**config.mk**
```make
export PLATFORM = sky130hd
export DESIGN_NAME = pwm_channel
export DESIGN_NICKNAME = d
export VERILOG_FILES = /design/src/rtl/pwm_channel.sv
export SDC_FILE = /design/constraint.sdc
export NUM_CORES = 1
export LEC_CHECK = 0
export BUFFER_PORTS_ARGS = -buffer_cell sky130_fd_sc_hd__buf_2
export CAP_MARGIN = 20
export CELL_PAD_IN_SITES_DETAIL_PLACEMENT = 1
export CELL_PAD_IN_SITES_GLOBAL_PLACEMENT = 2
export CORE_MARGIN = 5
export CORE_UTILIZATION = 35
export DETAILED_ROUTE_END_ITERATION = 8
export PLACE_DENSITY = 0.77
export SLEW_MARGIN = 25
export SYNTH_ARGS = -nofsm -noshare
export SYNTH_HDL_FRONTEND = slang
export SYNTH_SLANG_ARGS = --single-unit
```
**constraint.sdc**
```tcl
create_clock -name clk -period 3.71 [get_ports clk]
set_input_delay 0.371 -clock clk [delete_from_list [all_inputs] [get_ports clk]]
set_output_delay 0.371 -clock clk [all_outputs]
set_load 0.02 [all_outputs]
```
**src/rtl/pwm_channel.sv**
```systemverilog
// Single PWM channel driven by an external counter. Compare values and mode are
// double-buffered and only take effect on a period boundary (or while disabled).
module pwm_channel #(
  parameter int WIDTH = 16
) (
  input  logic             clk,
  input  logic             rst_n,
  input  logic             pwm_en,
  input  logic             upnotdown,
  input  logic [WIDTH-1:0] period,
  input  logic [WIDTH-1:0] count_val,
  input  logic [1:0]       functions,
  input  logic [WIDTH-1:0] compare1,
  input  logic [WIDTH-1:0] compare2,
  output logic             pwm_out,
  output logic             period_done
);

  localparam logic [1:0] FN_LEFT  = 2'b00;
  localparam logic [1:0] FN_RIGHT = 2'b01;
  localparam logic [1:0] FN_RANGE = 2'b10;

  logic [WIDTH-1:0] prev_count;
  logic [WIDTH-1:0] act_cmp1;
  logic [WIDTH-1:0] act_cmp2;
  logic [1:0]       act_fn;

  logic             changed;
  logic             boundary;
  logic [WIDTH-1:0] eff_cmp1;
  logic [WIDTH-1:0] eff_cmp2;
  logic [1:0]       eff_fn;
  logic             pwm_next;

  // A held count (prescaler) must not re-trigger the boundary, hence the change test.
  always_comb begin
    changed  = (count_val != prev_count);
    boundary = pwm_en & changed &
               (upnotdown ? (count_val == '0) : (count_val == period));
  end

  // On the boundary cycle the shadow values are used directly, so a write
  // landing on that exact cycle is not delayed by a whole period.
  always_comb begin
    eff_cmp1 = act_cmp1;
    eff_cmp2 = act_cmp2;
    eff_fn   = act_fn;
    if (boundary) begin
      eff_cmp1 = compare1;
      eff_cmp2 = compare2;
      eff_fn   = functions;
    end
  end

  always_comb begin
    pwm_next = 1'b0;
    if (pwm_en) begin
      case (eff_fn)
        FN_LEFT:  pwm_next = (count_val < eff_cmp1);
        FN_RIGHT: pwm_next = (count_val >= eff_cmp1);
        FN_RANGE: pwm_next = (count_val >= eff_cmp1) && (count_val < eff_cmp2);
        default:  pwm_next = 1'b0;
      endcase
    end
  end

  always_ff @(posedge clk or negedge rst_n) begin
    if (!rst_n) begin
      prev_count <= '0;
      act_cmp1   <= '0;
      act_cmp2   <= '0;
      act_fn     <= FN_LEFT;
    end else begin
      prev_count <= count_val;
      // Transparent while disabled so re-enabling starts from fresh values.
      if (!pwm_en || boundary) begin
        act_cmp1 <= compare1;
        act_cmp2 <= compare2;
        act_fn   <= functions;
      end
    end
  end

  always_ff @(posedge clk or negedge rst_n) begin
    if (!rst_n) begin
      pwm_out     <= 1'b0;
      period_done <= 1'b0;
    end else begin
      pwm_out     <= pwm_next;
      period_done <= boundary;
    end
  end

endmodule

```
==> metrics.txt, run 1 <==
status finished clean; final antenna-violating net count 0; Avg WL per Cell 18.53 um; Setup crit end kind register; Residual DRC 0; reg-to-reg startpoint prev_count[0]; total gr overflow 0; CTS Buf Count 5; Final Total Pwr 1348 uW; IO Count 72; crit path cell chain xor2_1 > nor4_1 > nand4_1 > o2111ai_4 > buf_12 > mux2i_1 > ha_1 > and4_1 > a221o_1 > a21o_1 > nor2_1 > mux2i_1 > nor4b_2; Vias/cell 5.201; max_cap viols 0; post-route setup slack 0.2067 ns; Slew headroom 0.4888; Post-Syn Area roughly 3200 um^2; Vias approximately 2400; FILL cells 1021; worst path bufs/invs 1; Reg clk slew, reported paths 0.11 ns; crit path kind reg -> reg; RSZ-0062 raised after global routing false; Max Freq about 290 MHz; r2r setup slk a little over 0.2 ns; Initial Util 0.3544; synth-to-layout area growth 21.16%; critical-path maximum fanout 14; Synth cell types 36; Reg2Reg Depth 13; CP startpoint prev_count[0]; vias in the first global route 2631; # port buffers 71; 1st-iter DRT viols between 40 and 50; initial antenna violation count 0; Seq/Total Area, Yosys 0.4031; Post-Route WL 8.672 mm; yosys warns 0; Die Span X 106.0 um; CTS root buf clkbuf_8; post-layout min period roughly 3.5 ns; cts hold-fix bufs 0; worst endpoint required time ~3.9 ns; number of synthesized register bits 52; CP max stage delay a little under 0.4 ns; DR pass1 iterations 4; clock sink count between 50 and 60; row cnt 35; leakage 0.001966 uW; commonest cells after routing, fill and taps aside 71 x buf_2, 52 x dfrtp_1, 34 x mux2_2; critical path launch point type register; FFs w/ async S/R, synth 1.000; crit path max-delay cell type dfrtp_1; Worst Hold Margin ~0.11 ns; # diodes 0; Mapped Cells about 270; Peak VDD IR 0.1668 mV; die area 11240 um^2; Setup Viol. Count Final 0; clock skew 0.01690 ns; delay-heaviest family, CP simple AND/OR/NAND/NOR gates; minimum setup slack after placement -0.1632 ns; WP data arrival about 3.7 ns; largest net degree at the start of global routing 34; DP HPWL 7.085 mm; area post-placement 3817 um^2; Clock Path Buffers 2; Die Ht 106.0 um; net count reported at finish between 400 and 500; Final Hold Vio Count 0; most common cell after layout, fill and taps aside buf_2; FF-to-FF End pwm_out; TritonCTS clock tree built; Slew @ Worst Pin 0.7668 ns; mean post-synth cell area around 12 um^2; cell mode on critical path mux2i_1; worst-skew pair later-pin latency 0.32 ns; Design Area, Final 3911 um^2; Hold Crit Class in -> async; Final Core Density 0.4294; first-pass GRT wire length around 14 mm; gpl congestion about 0.76; Syn Nets roughly 370; PwrDens 344.7 nW/um^2; EDFF count, synth 0; final period utilization 0.9443; all-layer global routing usage 0.1587; Pins Over Slew Limit 0; core footprint approximately 9000 um^2; Top FF cell, synth dfrtp_1; share of cells above drive strength 1 0.3641; H-tree levels 2
[timing repair]
action / CTS / global route
setup buffers: 0 / 0
setup endpoints to repair: 0 / 1
gates resized for setup: 0 / 1
hold endpoints to repair: 0 / 0
[metrics by stage]
| stage | cells | setup TNS (ns) |
|---|---|---|
| floorplan | 272 | 0 |
| global placement | 460 | -0.07148 |
| detailed placement | 460 | -0.1632 |
| CTS | 468 | 0 |
| global route | 468 | 0 |
| finish | 468 | 0 |
[final cells by class]
class | instances | area, um^2 | share of cell area
Clock buffer | 5 | 68.82 | 0.01759
Tap cell | 111 | 138.9 | 0.03551
Sequential cell | 52 | 1301 | 0.3327
Multi-Input combinational cell | 210 | 1889 | 0.4830
Timing Repair Buffer | 84 | 478.0 | 0.1222
Inverter | 3 | 11.26 | 0.002879
Clock inverter | 3 | 23.77 | 0.006078
[power by group]
group / internal (uW) / switching, uW / total, uW
Sequential: 616 / 23.1 / 639
Clock: 134 / 207 / 341
Combinational: 182 / 187 / 369
Total: 932 / 417 / 1350
[how the worst max path moves through the flow]
| stage | endpoint | cells past startpoint | slack (ns) |
|---|---|---|---|
| 6_report | pwm_out | 13 | 0.21 |
| 5_1_grt | pwm_out | 13 | 0.02 |
| 4_1_cts | pwm_out | 13 | 0.16 |
| 3_5_place_dp | pwm_out | 15 | -0.16 |
| 3_3_place_gp | pwm_out | 15 | -0.07 |
| 2_1_floorplan | pwm_out | 14 | 0.57 |
[cells by family after synthesis]
family                     share of synthesized area
xor gates and xnor gates                     0.08682
AOI/OAI and AO/OA                            0.06124
adders and majority gates                     0.1202
muxes                                         0.2209
buffers and inverters                        0.01744
and+or+nand+nor                              0.09031
DFF                                           0.4031
[state kept, by name, indices dropped and copies added (netlist names)]
register	cells
pwm_out	1
act_fn	2
act_cmp1	16
act_cmp2	16
prev_count	16
period_done	1
[cell usage after synthesis (3+ instances only)]
cell type / n / area share
a21o_1: 5 / 0.012
a21oi_1: 9 / 0.014
and4_1: 3 / 0.0081
buf_2: 3 / 0.0046
buf_4: 4 / 0.0093
dfrtp_1: 52 / 0.40
ha_1: 31 / 0.12
inv_1: 3 / 0.0035
mux2_2: 34 / 0.12
mux2i_1: 33 / 0.10
nand2_1: 12 / 0.014
nand3_1: 3 / 0.0046
nand4_1: 8 / 0.016
nor2_1: 7 / 0.0081
nor4_1: 8 / 0.016
o21ai_0: 5 / 0.0078
xnor2_1: 16 / 0.043
xor2_1: 16 / 0.043
[per-layer routing]
| layer | part of all wire | up-vias | track usage |
|---|---|---|---|
| met5 | 0 | - | 0 |
| met4 | 0.0099 | 0 | 0.03885 |
| met3 | 0.030 | 6 | 0.02064 |
| met2 | 0.50 | 42 | 0.2728 |
| met1 | 0.46 | 1206 | 0.2120 |
| li1 | - | 1180 | - |
Note: power is estimated with default switching activity, not from simulation.
==> run 2: changes to the inputs <==
Settings changed: ABC_AREA set to 1, CORE_UTILIZATION 35 to 30, PLACE_DENSITY 0.77 to 0.78.
==> metrics.txt, run 2 <==
Final Core Density 0.3613 (was 0.4294); Vias 3296 (was 2434); top cell type's share of synthesized area 0.3706 (was 0.4031); CTS Buf Count 5 (unchanged); worst-skew pair later-pin latency 0.29 ns (was 0.32 ns); PwrDens 350.3 nW/um^2 (was 344.7 nW/um^2); H-tree levels 2 (unchanged); cts hold-fix bufs 0 (unchanged); Die Ht 118.2 um (was 106.0 um); EDFF count, synth 0 (unchanged); top-count cell post-synth nand2_1 (was dfrtp_1); mean post-synth cell area 6.898 um^2 (was 11.87 um^2); crit path kind reg -> reg (unchanged); Reg clk slew, reported paths 0.07 ns (was 0.11 ns); Slew headroom 0.4954 (was 0.4888); leakage 0.002395 uW (was 0.001966 uW); Residual DRC 0 (unchanged); clock skew 0.003449 ns (was 0.01690 ns); CTS resizes 0 (unchanged); Area contributors post-synth dfrtp_1 37%, nand2_1 19%, ha_1 11%, inv_1 8.4%, o21ai_0 8.3% (was dfrtp_1 40%, ha_1 12%, mux2_2 12%, mux2i_1 10%, xnor2_1 4.3%); Top FF cell, synth dfrtp_1 (unchanged); Syn Nets 610 (was 373); largest net degree at the start of global routing 69 (was 34); Synth cell types 26 (was 36); busiest layer in global routing met2 (unchanged); clock sink count 52 (unchanged); die area 13970 um^2 (was 11240 um^2); grt met3 use 0.02722 (was 0.02064); Seq/Total Area, Yosys 0.3706 (was 0.4031); share of cells above drive strength 1 0.1600 (was 0.3641); 1st-iter DRT viols 118 (was 42); Clock Path Buffers 2 (unchanged); # diodes 0 (unchanged); DR pass1 iterations 4 (unchanged); Peak VDD IR 0.1535 mV (was 0.1668 mV); core footprint 11470 um^2 (was 9109 um^2); first-pass GRT wire length 17.43 mm (was 13.98 mm); Final Hold Vio Count 0 (unchanged); most common cell after layout, fill and taps aside nand2_1 (was buf_2); Setup crit end kind register (unchanged); net count reported at finish 678 (was 457); final period utilization 0.8269 (was 0.9443); FILL cells 1483 (was 1021); Post-Syn Area 3511 um^2 (was 3228 um^2); Vias/cell 4.591 (was 5.201); Initial Util 0.3062 (was 0.3544); FFs w/ async S/R, synth 1.000 (unchanged); Mapped Cells 509 (was 272); post-layout min period 3.068 ns (was 3.503 ns); IO Count 72 (unchanged); DP HPWL 8.108 mm (was 7.085 mm); CTS root buf clkbuf_16 (was clkbuf_8); vias in the first global route 3537 (was 2631); synth-to-layout area growth 18.00% (was 21.16%); critical path launch point type register (unchanged); Die Span X 118.2 um (was 106.0 um); Post-Route WL 10.17 mm (was 8.672 mm); # port buffers 71 (unchanged); Largest regs act_cmp1: 16 flops, act_cmp2: 16 flops, prev_count: 16 flops (unchanged); RSZ-0062 raised after global routing false (unchanged); gpl congestion 0.7658 (was 0.7598); all-layer global routing usage 0.1520 (was 0.1587); commonest cells after routing, fill and taps aside 176 x nand2_1, 79 x inv_1, 71 x buf_2 (was 71 x buf_2, 52 x dfrtp_1, 34 x mux2_2); Hold Crit Class in -> async (unchanged); TritonCTS clock tree built (unchanged); number of synthesized register bits 52 (unchanged); status finished clean (unchanged); met2 usage 0.2556 (was 0.2728); initial antenna violation count 0 (unchanged); critical-path maximum fanout 40 (was 14); met1 Usage GRT 0.2020 (was 0.2120); yosys warns 0 (unchanged); Max Freq 326.0 MHz (was 285.4 MHz); Setup Viol. Count Final 0 (unchanged); CP startpoint prev_count[7] (was prev_count[0]); total gr overflow 0 (unchanged); max_cap viols 0 (unchanged); Avg WL per Cell 14.16 um (was 18.53 um); top cell type by total area after synthesis dfrtp_1 (unchanged); setup tns final 0 ns (unchanged); worst endpoint required time 3.89 ns (was 3.94 ns); row cnt 39 (was 35); Pins Over Slew Limit 0 (unchanged); Slew @ Worst Pin 0.7568 ns (was 0.7668 ns); reg-to-reg startpoint prev_count[7] (was prev_count[0]); postcts setup bufs 0 (unchanged); final antenna-violating net count 0 (unchanged); Post-synth top cells 177 x nand2_1, 79 x inv_1, 58 x o21ai_0 (was 52 x dfrtp_1, 34 x mux2_2, 33 x mux2i_1); WP data arrival 3.25 ns (was 3.73 ns)
## run 2: final timing paths
check | to | slack (ns) | cells past startpoint
setup / recovery | pwm_out | 0.64 | 20
hold / removal | act_cmp2[4] | 0.14 | 1
setup reg to reg | pwm_out | 0.64 | 20
hold reg to reg | act_cmp1[0] | 0.52 | 2
max in group asynchronous | act_cmp1[14] | 2.73 | 2
min in group clk | prev_count[0] | 0.24 | 1
## run 2: critical path: stages, from the launching register on
cell	delay, ns
dfrtp_1	0.37
xor2_1	0.15
nor2_1	0.10
nand2_1	0.07
nor2_1	0.16
a21oi_2	0.09
nand2_2	0.20
buf_4	0.39
nand2_1	0.10
o21ai_0	0.13
ha_1	0.30
nand4_1	0.09
inv_1	0.07
nand4_1	0.08
inv_1	0.06
nand2_1	0.06
o2111ai_1	0.14
a31oi_1	0.17
o21ai_1	0.08
nand3_1	0.07
a21oi_1	0.04
## run 2: cells by family (layout without fill, tap and decap cells)
kind of cell,Yosys count,count (layout),synth area share
AND/OR/NAND/NOR,228,228,0.2491
buffers and inverters,99,165,0.1115
AO/OA/AOI/OAI,92,92,0.1408
flip-flops,52,52,0.3706
adder cells (fa/ha/maj),31,31,0.1105
XOR/XNOR,7,7,0.01746
## run 2: cell type report
class,count,area [um^2],area share
inverters,85,319.1,0.07702
multi-input cells,358,1821,0.4394
well taps,143,178.9,0.04319
clock buffers,5,125.1,0.03020
repair buffers,75,397.9,0.09604
flip-flops and latches,52,1301,0.3141
## run 2: stage by stage
step	setup slack [ns]	instances	hold WS, ns	area (um^2)	power [uW]
finish	0.6421	718	0.1449	4143	1451
global route	0.3541	718	0.2032	4143	1563
CTS	0.6112	718	0.1649	4143	1487
detailed placement	0.3724	713	0.4843	4018	1028
global placement	0.5244	713	0.4802	4018	1010
floorplan	1.101	509	0.07541	3511	872.2
## run 2: where the power goes
group          switching [uW]  internal, uW  total [uW]
clock                     203           239         443
combinational             236           144         380
sequential               14.3           614         629
## run 2: per-layer routing
metal	up-vias	wire length (um)	part of all wire
met5	-	0	0
met3	9	303	0.030
li1	1709	-	-
met1	1536	4887	0.48
met2	42	4831	0.48
met4	0	146	0.014
==> run 3: changes to the inputs <==
Settings changed: ABC_AREA 1 to 0, CORE_UTILIZATION 30 to 35, PLACE_DENSITY 0.78 to 0.77.
Clock period 3.71 ns to 2.9 ns, I/O delays scaled along.
==> metrics.txt, run 3 (synthesis gave the netlist of run 1 again) <==
status complete, but fails checks (was finished clean); failing checks setup timing; critical-path maximum fanout 6 (was 40); Slew @ Worst Pin 0.4762 ns (was 0.7568 ns); critical path launch point type register (unchanged); # diodes 0 (unchanged); power share of the clock group 0.227 (was 0.305); WP data arrival 3.51 ns (was 3.25 ns); IO Count 72 (unchanged); Peak VDD IR 0.1686 mV (was 0.1535 mV); CTS Buf Count 5 (unchanged); Pins Over Slew Limit 0 (unchanged); Slew headroom 0.6825 (was 0.4954); Post-Route WL 9.438 mm (was 10.17 mm); Final Hold Vio Count 0 (unchanged); leakage 0.002171 uW (was 0.002395 uW); combinational power share 0.312 (was 0.262); Setup Viol. Count Final 1 (was 0); Switching Share 0.3041 (was 0.3123); Die Ht 106.0 um (was 118.2 um); worst endpoint required time 3.11 ns (was 3.89 ns); clock skew 0.006223 ns (was 0.003449 ns); sequential fraction of design power 0.461 (was 0.433); first-pass GRT wire length 15.06 mm (was 17.43 mm); row cnt 35 (was 39); Hold Crit Class in -> reg (was in -> async); Design Area, Final 4314 um^2 (was 4143 um^2); Initial Util 0.3544 (was 0.3062); net count reported at finish 501 (was 678); largest net degree at the start of global routing 34 (was 69); Residual DRC 0 (unchanged); post-route setup slack -0.3938 ns (was 0.6421 ns); clock sink count 52 (unchanged); WHS Path Cells 1; final period utilization 1.136 (was 0.8269); commonest cells after routing, fill and taps aside 71 x buf_2, 52 x dfrtp_1, 52 x buf_4 (was 176 x nand2_1, 79 x inv_1, 71 x buf_2); Largest regs act_cmp1: 16 flops, act_cmp2: 16 flops, prev_count: 16 flops (unchanged); Setup crit end kind register (unchanged); post-layout min period 3.294 ns (was 3.068 ns); Die Span X 106.0 um (was 118.2 um); vias in the first global route 2922 (was 3537); Switching Power 541.2 uW (was 453.1 uW); placed cells 494 (was 713); TritonCTS clock tree built (unchanged); FILL cells 1032 (was 1483); Clock Path Buffers 2 (unchanged); RSZ-0062 raised after global routing true (was false); Vias 2670 (was 3296); final antenna-violating net count 0 (unchanged); # port buffers 71 (unchanged); total gr overflow 0 (unchanged); Reg2Reg Depth 16 (was 20); CTS root buf clkbuf_8 (was clkbuf_16); Reg clk slew, reported paths 0.09 ns (was 0.07 ns); H-tree levels 2 (unchanged); core footprint 9109 um^2 (was 11470 um^2); PwrDens 412.6 nW/um^2 (was 350.3 nW/um^2); Max Freq 303.6 MHz (was 326.0 MHz); initial antenna violation count 0 (unchanged); gpl congestion 0.7695 (was 0.7658); die area 11240 um^2 (was 13970 um^2); all-layer global routing usage 0.1695 (was 0.1520); synth-to-layout area growth 33.64% (was 18.00%); share of cells above drive strength 1 0.4600 (was 0.1600); 1st-iter DRT viols 42 (was 118); Cell Int Power 1239 uW (was 998.0 uW); area post-placement 4078 um^2 (was 4018 um^2); max_cap viols 0 (unchanged); minimum setup slack after placement -0.6435 ns (was 0.3724 ns); DR pass1 iterations 4 (unchanged); DP HPWL 7.425 mm (was 8.108 mm); Vias/cell 5.225 (was 4.591); crit path kind reg -> reg (unchanged); Avg WL per Cell 18.47 um (was 14.16 um); most common cell after layout, fill and taps aside buf_2 (was nand2_1); non-filler cells, final 511 (was 718); worst-skew pair later-pin latency 0.30 ns (was 0.29 ns)
run 3: cell types whose count changed in the layout (fill, tap and decap cells not counted), moves of 6 or more:
cell and change:
nor2_1 -33, mux2_2 +34, nand4_1 +6, o21ai_1 -10, xor2_1 +9, a21oi_1 -7, inv_2 -6, buf_4 +49
nand2_1 -164, mux2i_1 +29, o21ai_0 -55, xnor2_1 +16, inv_1 -76, nor4_1 +8
run 3: final timing paths:
check / from / slack, ns / endpoint
setup reg to reg: prev_count[4] / -0.39 / pwm_out
hold reg to reg: act_cmp2[0] / 0.51 / act_cmp2[0]
min in group asynchronous: rst_n / 0.47 / act_cmp2[6]
setup / recovery: prev_count[4] / -0.39 / pwm_out
hold / removal: count_val[3] / 0.21 / prev_count[3]
max in group asynchronous: rst_n / 1.60 / prev_count[11]
run 3: power groups by stage:
stage / registers, uW / logic, uW / clock network [uW]
6_report: 821 / 555 / 404
4_1_cts: 820 / 538 / 422
2_1_floorplan: 827 / 291 / 0
3_3_place_gp: 831 / 504 / 0
5_1_grt: 828 / 617 / 443
3_5_place_dp: 835 / 522 / 0
run 3: final cells by class:
| cell class | count | area, um^2 | area share |
|---|---|---|---|
| well taps | 111 | 138.9 | 0.03219 |
| repair buffers | 128 | 823.3 | 0.1908 |
| multi-input cells | 210 | 1962 | 0.4548 |
| flip-flops and latches | 52 | 1301 | 0.3016 |
| clock inverters | 1 | 5.005 | 0.001160 |
| inverters | 3 | 11.26 | 0.002610 |
| clock buffers | 6 | 72.57 | 0.01682 |
run 3: timing repair:
item | in CTS | in global routing
pin swaps | 1 | 10
hold buffers | 1 | 0
setup buffers | 6 | 2
hold endpoints to repair | 19 | 0
setup endpoints to repair | 1 | 1
gates resized for setup | 4 | 10
cloned | 0 | 1
run 3: worst max-delay path: stages, from the launching register on:
cell and delay [ns]:
dfrtp_1 0.38, xor2_1 0.16, nor4_1 0.28, buf_4 0.16, nand4_1 0.15, o2111ai_4 0.18, buf_6 0.18, buf_4 0.11
mux2i_1 0.19, ha_1 0.27, and4b_1 0.22, a211oi_2 0.23, nand4b_1 0.17, a31oi_1 0.10, nor2_1 0.10, mux2i_1 0.08
nor4b_2 0.25
run 3: metrics by stage:
step                power, uW  setup TNS [ns]  hold slack [ns]  utilization
finish                   1780         -0.3938           0.2073       0.4736
global route             1888         -0.5873           0.1986       0.4736
CTS                      1780         -0.3659           0.2002       0.4646
detailed placement       1357         -0.6435           0.2678       0.4477
global placement         1335         -0.5807           0.2717       0.4477
floorplan                1118        -0.01507        -0.005591            -
run 3: routing by layer:
layer / wire length (um) / share of wire / track usage / vias up
li1: - / - / - / 1262
met1: 4314 / 0.46 / 0.2205 / 1335
met2: 4566 / 0.48 / 0.2905 / 65
met3: 427 / 0.045 / 0.03157 / 8
met4: 129 / 0.014 / 0.04255 / 0
met5: 0 / 0 / 0 / -
